===== config.mk =====
export PLATFORM = sky130hd
export DESIGN_NAME = fft_stage_sequencer
export DESIGN_NICKNAME = d
export VERILOG_FILES = /design/src/rtl/fft_stage_sequencer_pkg.sv /design/src/rtl/fft_stage_sequencer_addr_delay.sv /design/src/rtl/fft_stage_sequencer.sv
export SDC_FILE = /design/constraint.sdc
export NUM_CORES = 1
export LEC_CHECK = 0
export BUFFER_PORTS_ARGS = -buffer_cell sky130_fd_sc_hd__buf_2
export CORE_MARGIN = 5
export CORE_UTILIZATION = 40
export CTS_BUF_LIST = sky130_fd_sc_hd__clkbuf_2
export CTS_CLUSTER_SIZE = 28
export DETAILED_ROUTE_END_ITERATION = 10
export HOLD_SLACK_MARGIN = 0.05
export PLACE_DENSITY = 0.58
export SLEW_MARGIN = 10
export SYNTH_ARGS = -nofsm -noshare
export SYNTH_HDL_FRONTEND = slang
export SYNTH_SLANG_ARGS = --single-unit

===== constraint.sdc =====
create_clock -name Clk -period 2.4 [get_ports Clk]
set_input_delay 0.48 -clock Clk [delete_from_list [all_inputs] [get_ports Clk]]
set_output_delay 0.48 -clock Clk [all_outputs]
set_load 0.03 [all_outputs]

===== src/rtl/fft_stage_sequencer_pkg.sv =====
// Shared definitions for the FFT stage sequencer: FSM states, pipeline latency
// and width helpers.
package fft_stage_sequencer_pkg;

    typedef enum logic [1:0] {
        ST_IDLE,
        ST_ISSUE,
        ST_DRAIN,
        ST_DONE
    } seq_state_t;

    // Ceiling log2, never below one bit so derived vectors stay legal.
    function automatic int unsigned clog2_min1(input int unsigned value);
        int unsigned bits;
        bits = 0;
        for (int unsigned i = 0; i < 32; i++) begin
            if ((32'd1 << i) < value) bits = i + 1;
        end
        return (bits == 0) ? 1 : bits;
    endfunction

    function automatic int unsigned pipe_lat(input int unsigned mem_lat,
                                             input int unsigned bfly_lat);
        return mem_lat + bfly_lat;
    endfunction

endpackage


===== src/rtl/fft_stage_sequencer_addr_delay.sv =====
// LAT-deep shift register carrying {valid, bank, addr_a, addr_b} from the read
// issue point to the write-back point.
module fft_addr_delay #(
    parameter int unsigned LAT = 6,
    parameter int unsigned AW  = 4
) (
    input  logic          clk,
    input  logic          rst_n,
    input  logic          in_valid,
    input  logic          in_bank,
    input  logic [AW-1:0] in_addr_a,
    input  logic [AW-1:0] in_addr_b,
    output logic          out_valid,
    output logic          out_bank,
    output logic [AW-1:0] out_addr_a,
    output logic [AW-1:0] out_addr_b
);

    logic [LAT-1:0]         valid_q;
    logic [LAT-1:0]         bank_q;
    logic [LAT-1:0][AW-1:0] addr_a_q;
    logic [LAT-1:0][AW-1:0] addr_b_q;

    always_ff @(posedge clk or negedge rst_n) begin
        if (!rst_n) begin
            valid_q  <= '0;
            bank_q   <= '0;
            addr_a_q <= '0;
            addr_b_q <= '0;
        end else begin
            valid_q[0]  <= in_valid;
            bank_q[0]   <= in_bank;
            addr_a_q[0] <= in_addr_a;
            addr_b_q[0] <= in_addr_b;
            for (int unsigned i = 1; i < LAT; i++) begin
                valid_q[i]  <= valid_q[i-1];
                bank_q[i]   <= bank_q[i-1];
                addr_a_q[i] <= addr_a_q[i-1];
                addr_b_q[i] <= addr_b_q[i-1];
            end
        end
    end

    always_comb begin
        out_valid  = valid_q[LAT-1];
        out_bank   = valid_q[LAT-1] & bank_q[LAT-1];
        out_addr_a = valid_q[LAT-1] ? addr_a_q[LAT-1] : '0;
        out_addr_b = valid_q[LAT-1] ? addr_b_q[LAT-1] : '0;
    end

endmodule


===== src/rtl/fft_stage_sequencer.sv =====
// Radix-2 DIT stage sequencer: issues one butterfly per cycle over ping-pong
// banks, delay-matches write-back, drains between stages and pulses done.
module fft_stage_sequencer
    import fft_stage_sequencer_pkg::*;
#(
    parameter int unsigned LOG2N    = 4,
    parameter int unsigned BFLY_LAT = 5,
    parameter int unsigned MEM_LAT  = 1
) (
    input  logic                           Clk,
    input  logic                           Rst,
    input  logic                           start,
    output logic                           busy,
    output logic                           done,
    output logic                           rd_en,
    output logic                           rd_bank,
    output logic [LOG2N-1:0]               rd_addr_a,
    output logic [LOG2N-1:0]               rd_addr_b,
    output logic [LOG2N-2:0]               tw_addr,
    output logic                           wr_en,
    output logic                           wr_bank,
    output logic [LOG2N-1:0]               wr_addr_a,
    output logic [LOG2N-1:0]               wr_addr_b,
    output logic [clog2_min1(LOG2N)-1:0]   stage
);

    localparam int unsigned HALF = 1 << (LOG2N - 1);
    localparam int unsigned LAT  = pipe_lat(MEM_LAT, BFLY_LAT);
    localparam int unsigned SW   = clog2_min1(LOG2N);
    localparam int unsigned JW   = LOG2N - 1;
    localparam int unsigned TW   = LOG2N - 1;
    localparam int unsigned DW   = clog2_min1(LAT);

    seq_state_t      state, state_nxt;
    logic [SW-1:0]   stage_q, stage_nxt;
    logic [JW-1:0]   j_q, j_nxt;
    logic [DW-1:0]   drain_q, drain_nxt;

    logic [LOG2N-1:0] j_ext, span, pos, grp, addr_a;
    logic [TW-1:0]    tw_full;
    logic             issuing;

    always_ff @(posedge Clk or negedge Rst) begin
        if (!Rst) begin
            state   <= ST_IDLE;
            stage_q <= '0;
            j_q     <= '0;
            drain_q <= '0;
        end else begin
            state   <= state_nxt;
            stage_q <= stage_nxt;
            j_q     <= j_nxt;
            drain_q <= drain_nxt;
        end
    end

    always_comb begin
        state_nxt = state;
        stage_nxt = stage_q;
        j_nxt     = j_q;
        drain_nxt = drain_q;
        unique case (state)
            ST_IDLE: begin
                if (start) begin
                    state_nxt = ST_ISSUE;
                    stage_nxt = '0;
                    j_nxt     = '0;
                end
            end
            ST_ISSUE: begin
                if (j_q == JW'(HALF - 1)) begin
                    state_nxt = ST_DRAIN;
                    drain_nxt = '0;
                end else begin
                    j_nxt = j_q + JW'(1);
                end
            end
            ST_DRAIN: begin
                // LAT drain cycles end exactly on the stage's last write-back.
                if (drain_q == DW'(LAT - 1)) begin
                    if (stage_q == SW'(LOG2N - 1)) begin
                        state_nxt = ST_DONE;
                    end else begin
                        state_nxt = ST_ISSUE;
                        stage_nxt = stage_q + SW'(1);
                        j_nxt     = '0;
                    end
                end else begin
                    drain_nxt = drain_q + DW'(1);
                end
            end
            ST_DONE: begin
                // A start level still high here launches back-to-back transforms.
                if (start) begin
                    state_nxt = ST_ISSUE;
                    stage_nxt = '0;
                    j_nxt     = '0;
                end else begin
                    state_nxt = ST_IDLE;
                end
            end
            default: state_nxt = ST_IDLE;
        endcase
    end

    always_comb begin
        issuing = (state == ST_ISSUE);
        j_ext   = {1'b0, j_q};
        span    = LOG2N'(1) << stage_q;
        pos     = j_ext & (span - LOG2N'(1));
        grp     = j_ext >> stage_q;
        addr_a  = ((grp << stage_q) << 1) | pos;
        tw_full = TW'(pos << (SW'(LOG2N - 1) - stage_q));

        busy      = (state == ST_ISSUE) || (state == ST_DRAIN);
        done      = (state == ST_DONE);
        rd_en     = issuing;
        rd_bank   = stage_q[0];
        rd_addr_a = issuing ? addr_a : '0;
        rd_addr_b = issuing ? (addr_a + span) : '0;
        tw_addr   = issuing ? tw_full : '0;
        stage     = stage_q;
    end

    fft_addr_delay #(
        .LAT (LAT),
        .AW  (LOG2N)
    ) u_addr_delay (
        .clk        (Clk),
        .rst_n      (Rst),
        .in_valid   (rd_en),
        .in_bank    (~rd_bank),
        .in_addr_a  (rd_addr_a),
        .in_addr_b  (rd_addr_b),
        .out_valid  (wr_en),
        .out_bank   (wr_bank),
        .out_addr_a (wr_addr_a),
        .out_addr_b (wr_addr_b)
    );

endmodule


==> qor.txt <==
Outcome -> finished, violations left
Failing checks -> negative setup slack
Die height -> 90.76 um
Mapped Area -> 2609 um^2
Clock share of power -> 34.4%
CP startpoint kind -> flip-flop
CTS buffer count -> 9
Layout area overhead -> 29.64%
Area after DPL -> 3029 um^2
RR Startpoint -> state[0]
Slew @ Worst Pin -> 0.5237 ns
# setup viols final -> 3
Final wirelength -> 4.531 mm
Grt ovf -> 0
Setup crit end -> rd_addr_b[3]
Crit end category -> output pin
Final Max Slew Viols -> 0
Worst R2R End -> state[0]
Root buf cell -> clkbuf_2
Clk Latency, worst-skew pair -> 0.48 ns
CTS sink cnt -> 70
Synthesized area per cell -> 14.03 um^2
Final Cell Area -> 3382 um^2
Ys flop type -> dfrtp_1
Area contributors post-synth -> dfrtp_1 (67%), ha_1 (7.2%), and2_1 (3.1%)
Post-synth top cells -> dfrtp_1 (70), ha_1 (15), and2_1 (13)
Via count -> 1595
RSZ-0062 raised after global routing -> yes
Worst path required time -> 1.92 ns
H-tree levels -> 3
Gpl congestion -> 0.7641
Initial antenna violation count -> 0
Cells on worst reg2reg path -> 5
Post-DR vias/cell -> 4.863
Die Width -> 90.76 um
Number of core rows -> 29
Residual DRC -> 0
EDFF count, synth -> 0
Total power -> 2.234 mW
Switching Fraction -> 25.72%
Combinational fraction of design power -> 12.1%
DR WL/cell -> 13.81 um
DRT Pass-1 Iters -> 4
Cell taking the most area after synthesis -> dfrtp_1
Mapped Nets -> 205
Final Critical Period -> 2.893 ns
DIE AREA -> 8237 um^2
Initial core utilization -> 41.08%
Setup TNS -> -1.272 ns
Ys async rst share -> 100.0%
First-pass GRT wire length -> 8.162 mm
Worst EP arrival -> 2.41 ns
Maximum fanout along the worst path -> 5
Fin nets -> 265
R2R Setup Slk -> 0.37 ns
1st-iter DRT viols -> 69
Kind of critical path -> flip-flop to output pin
Antenna Nets Post-Route -> 0
Final Hold Fails -> 0
#FFs+latches synth -> 70
Vias in the first global route -> 1675
Input/output buffers -> 29
All-layer global routing usage -> 12.52%
PwrDens -> 660.5 nW/um^2
Final HPWL from detailed placement -> 3.132 mm
# Max-Cap Violations -> 0
I/O Pins -> 30
N_diodes -> 0
Total core area -> 6350 um^2
Share of cells above drive strength 1 -> 40.24%
Post-synthesis sequential area ratio -> 67.15%
Clock transition at path regs -> 0.19 ns
Post-route worst setup slack -> -0.4926 ns
Relative slew slack -> 65.08%
Internal Power -> 1.659 mW
Critical Path Source -> stage[0]
Share of the synthesized area in the top cell type -> 67.15%
Yosys warning total -> 0
Sw Pwr -> 0.5746 mW
Most common cell in the netlist -> dfrtp_1
Max Root-Sink Buffers -> 2
F_max -> 0.3457 GHz
Gate count after technology mapping -> 186
Pin count of the biggest net entering global routing -> 36
CTS tree -> done
Netlist cell types -> 46
Part of the cycle the worst path needs -> 120.5%
Leakage power -> 1.726 nW
Worst VDD drop -> 0.3665 mV
Seq pwr share -> 53.5%
Max Clock Skew -> 0.01851 ns
Hold Path Class -> input port to flip-flop
==> what timing repair did <==
action	CTS	global route
resized for setup	29	14
endpoints found under the setup margin	10	9
hold buffers	1	0
pin swaps	8	7
endpoints found under the hold margin	19	0
setup buffers	2	4
==> power groups by stage <==
stage	logic, mW	clock network, mW	registers (mW)
after global routing	0.299	0.844	1.20
after CTS	0.260	0.799	1.19
after detailed placement	0.226	0	1.22
final	0.271	0.768	1.19
after global placement	0.223	0	1.22
after floorplan	0.124	0	1.22
==> per-stage QoR <==
| step | utilization (%) | setup slack, ns | hold WS [ns] | instances |
|---|---|---|---|---|
| 5_1_grt | 53.26 | -0.6430 | 0.3126 | 328 |
| 4_1_cts | 52.12 | -0.5538 | 0.2931 | 325 |
| 2_1_floorplan | - | -0.02773 | 0.1844 | 186 |
| 3_3_place_gp | 47.70 | -0.06286 | 0.3320 | 306 |
| 3_5_place_dp | 47.70 | -0.09413 | 0.3347 | 306 |
| 6_report | 53.26 | -0.4926 | 0.3495 | 328 |
==> cell families after synthesis <==
family	synth area share [%]
flops	67.15
simple gates	12.37
compound gates	7.962
fa+ha+maj	7.962
buf+inv	2.206
xor+xnor	1.007
mux	1.199
other cells	0.1437
==> layout make-up <==
cell class	count	area [um^2]
flip-flops and latches	70	1754
multi-input cells	105	955.9
clock buffers	9	45.04
inverters	5	21.27
well taps	77	96.34
clock inverters	7	97.59
fillers	547	2968
repair buffers	55	411.6
==> sequential cells by signal (all words and copies together), names as in the netlist <==
register and flops:
j_q 3, state 2, u_addr_delay.addr_a_q 24, u_addr_delay.bank_q 6
u_addr_delay.addr_b_q 24, drain_q 3, u_addr_delay.valid_q 6, stage 2
==> critical path, cell delays in order (launching register included) <==
cell,delay (ns)
dfrtp_2,0.49
inv_4,0.05
ha_4,0.16
xnor2_2,0.14
nand2_2,0.11
nand2_4,0.07
ha_4,0.17
a21oi_4,0.13
xnor2_2,0.14
mux2_4,0.33
buf_6,0.14
==> layer usage <==
| metal | wire, um | track usage (%) | share of wire (%) | vias up |
|---|---|---|---|---|
| met5 | 0 | 0 | 0 | - |
| met2 | 2123 | 17.74 | 47 | 33 |
| met1 | 2072 | 16.68 | 46 | 787 |
| met3 | 239 | 4.833 | 5.3 | 8 |
| met4 | 96 | 6.203 | 2.1 | 0 |
| li1 | - | - | - | 767 |
==> layout by cell type, fill, tap and decap left out, types with 3 or more instances in the layout <==
cell type,Yosys,final
a21oi_1,6,4
and2_1,13,10
and2_4,0,3
buf_2,1,20
buf_4,2,23
buf_6,1,9
clkbuf_2,0,9
dfrtp_1,70,68
ha_1,15,8
ha_4,0,5
inv_1,5,3
nand2_1,8,6
nand3_1,6,6
nor2_1,3,3
nor2b_1,4,3
o21ai_0,6,5
==> worst min path at each step <==
stage	slack (ns)	from	to	cells after the start
3_3_place_gp	0.33	u_addr_delay.addr_a_q[3]	u_addr_delay.addr_a_q[7]	0
4_1_cts	0.29	start	state[0]	3
2_1_floorplan	0.18	Rst	drain_q[0]	0
3_5_place_dp	0.33	u_addr_delay.addr_a_q[13]	u_addr_delay.addr_a_q[17]	0
5_1_grt	0.31	start	state[0]	3
6_report	0.35	start	state[0]	3
Note: power is estimated with default switching activity, not from simulation.
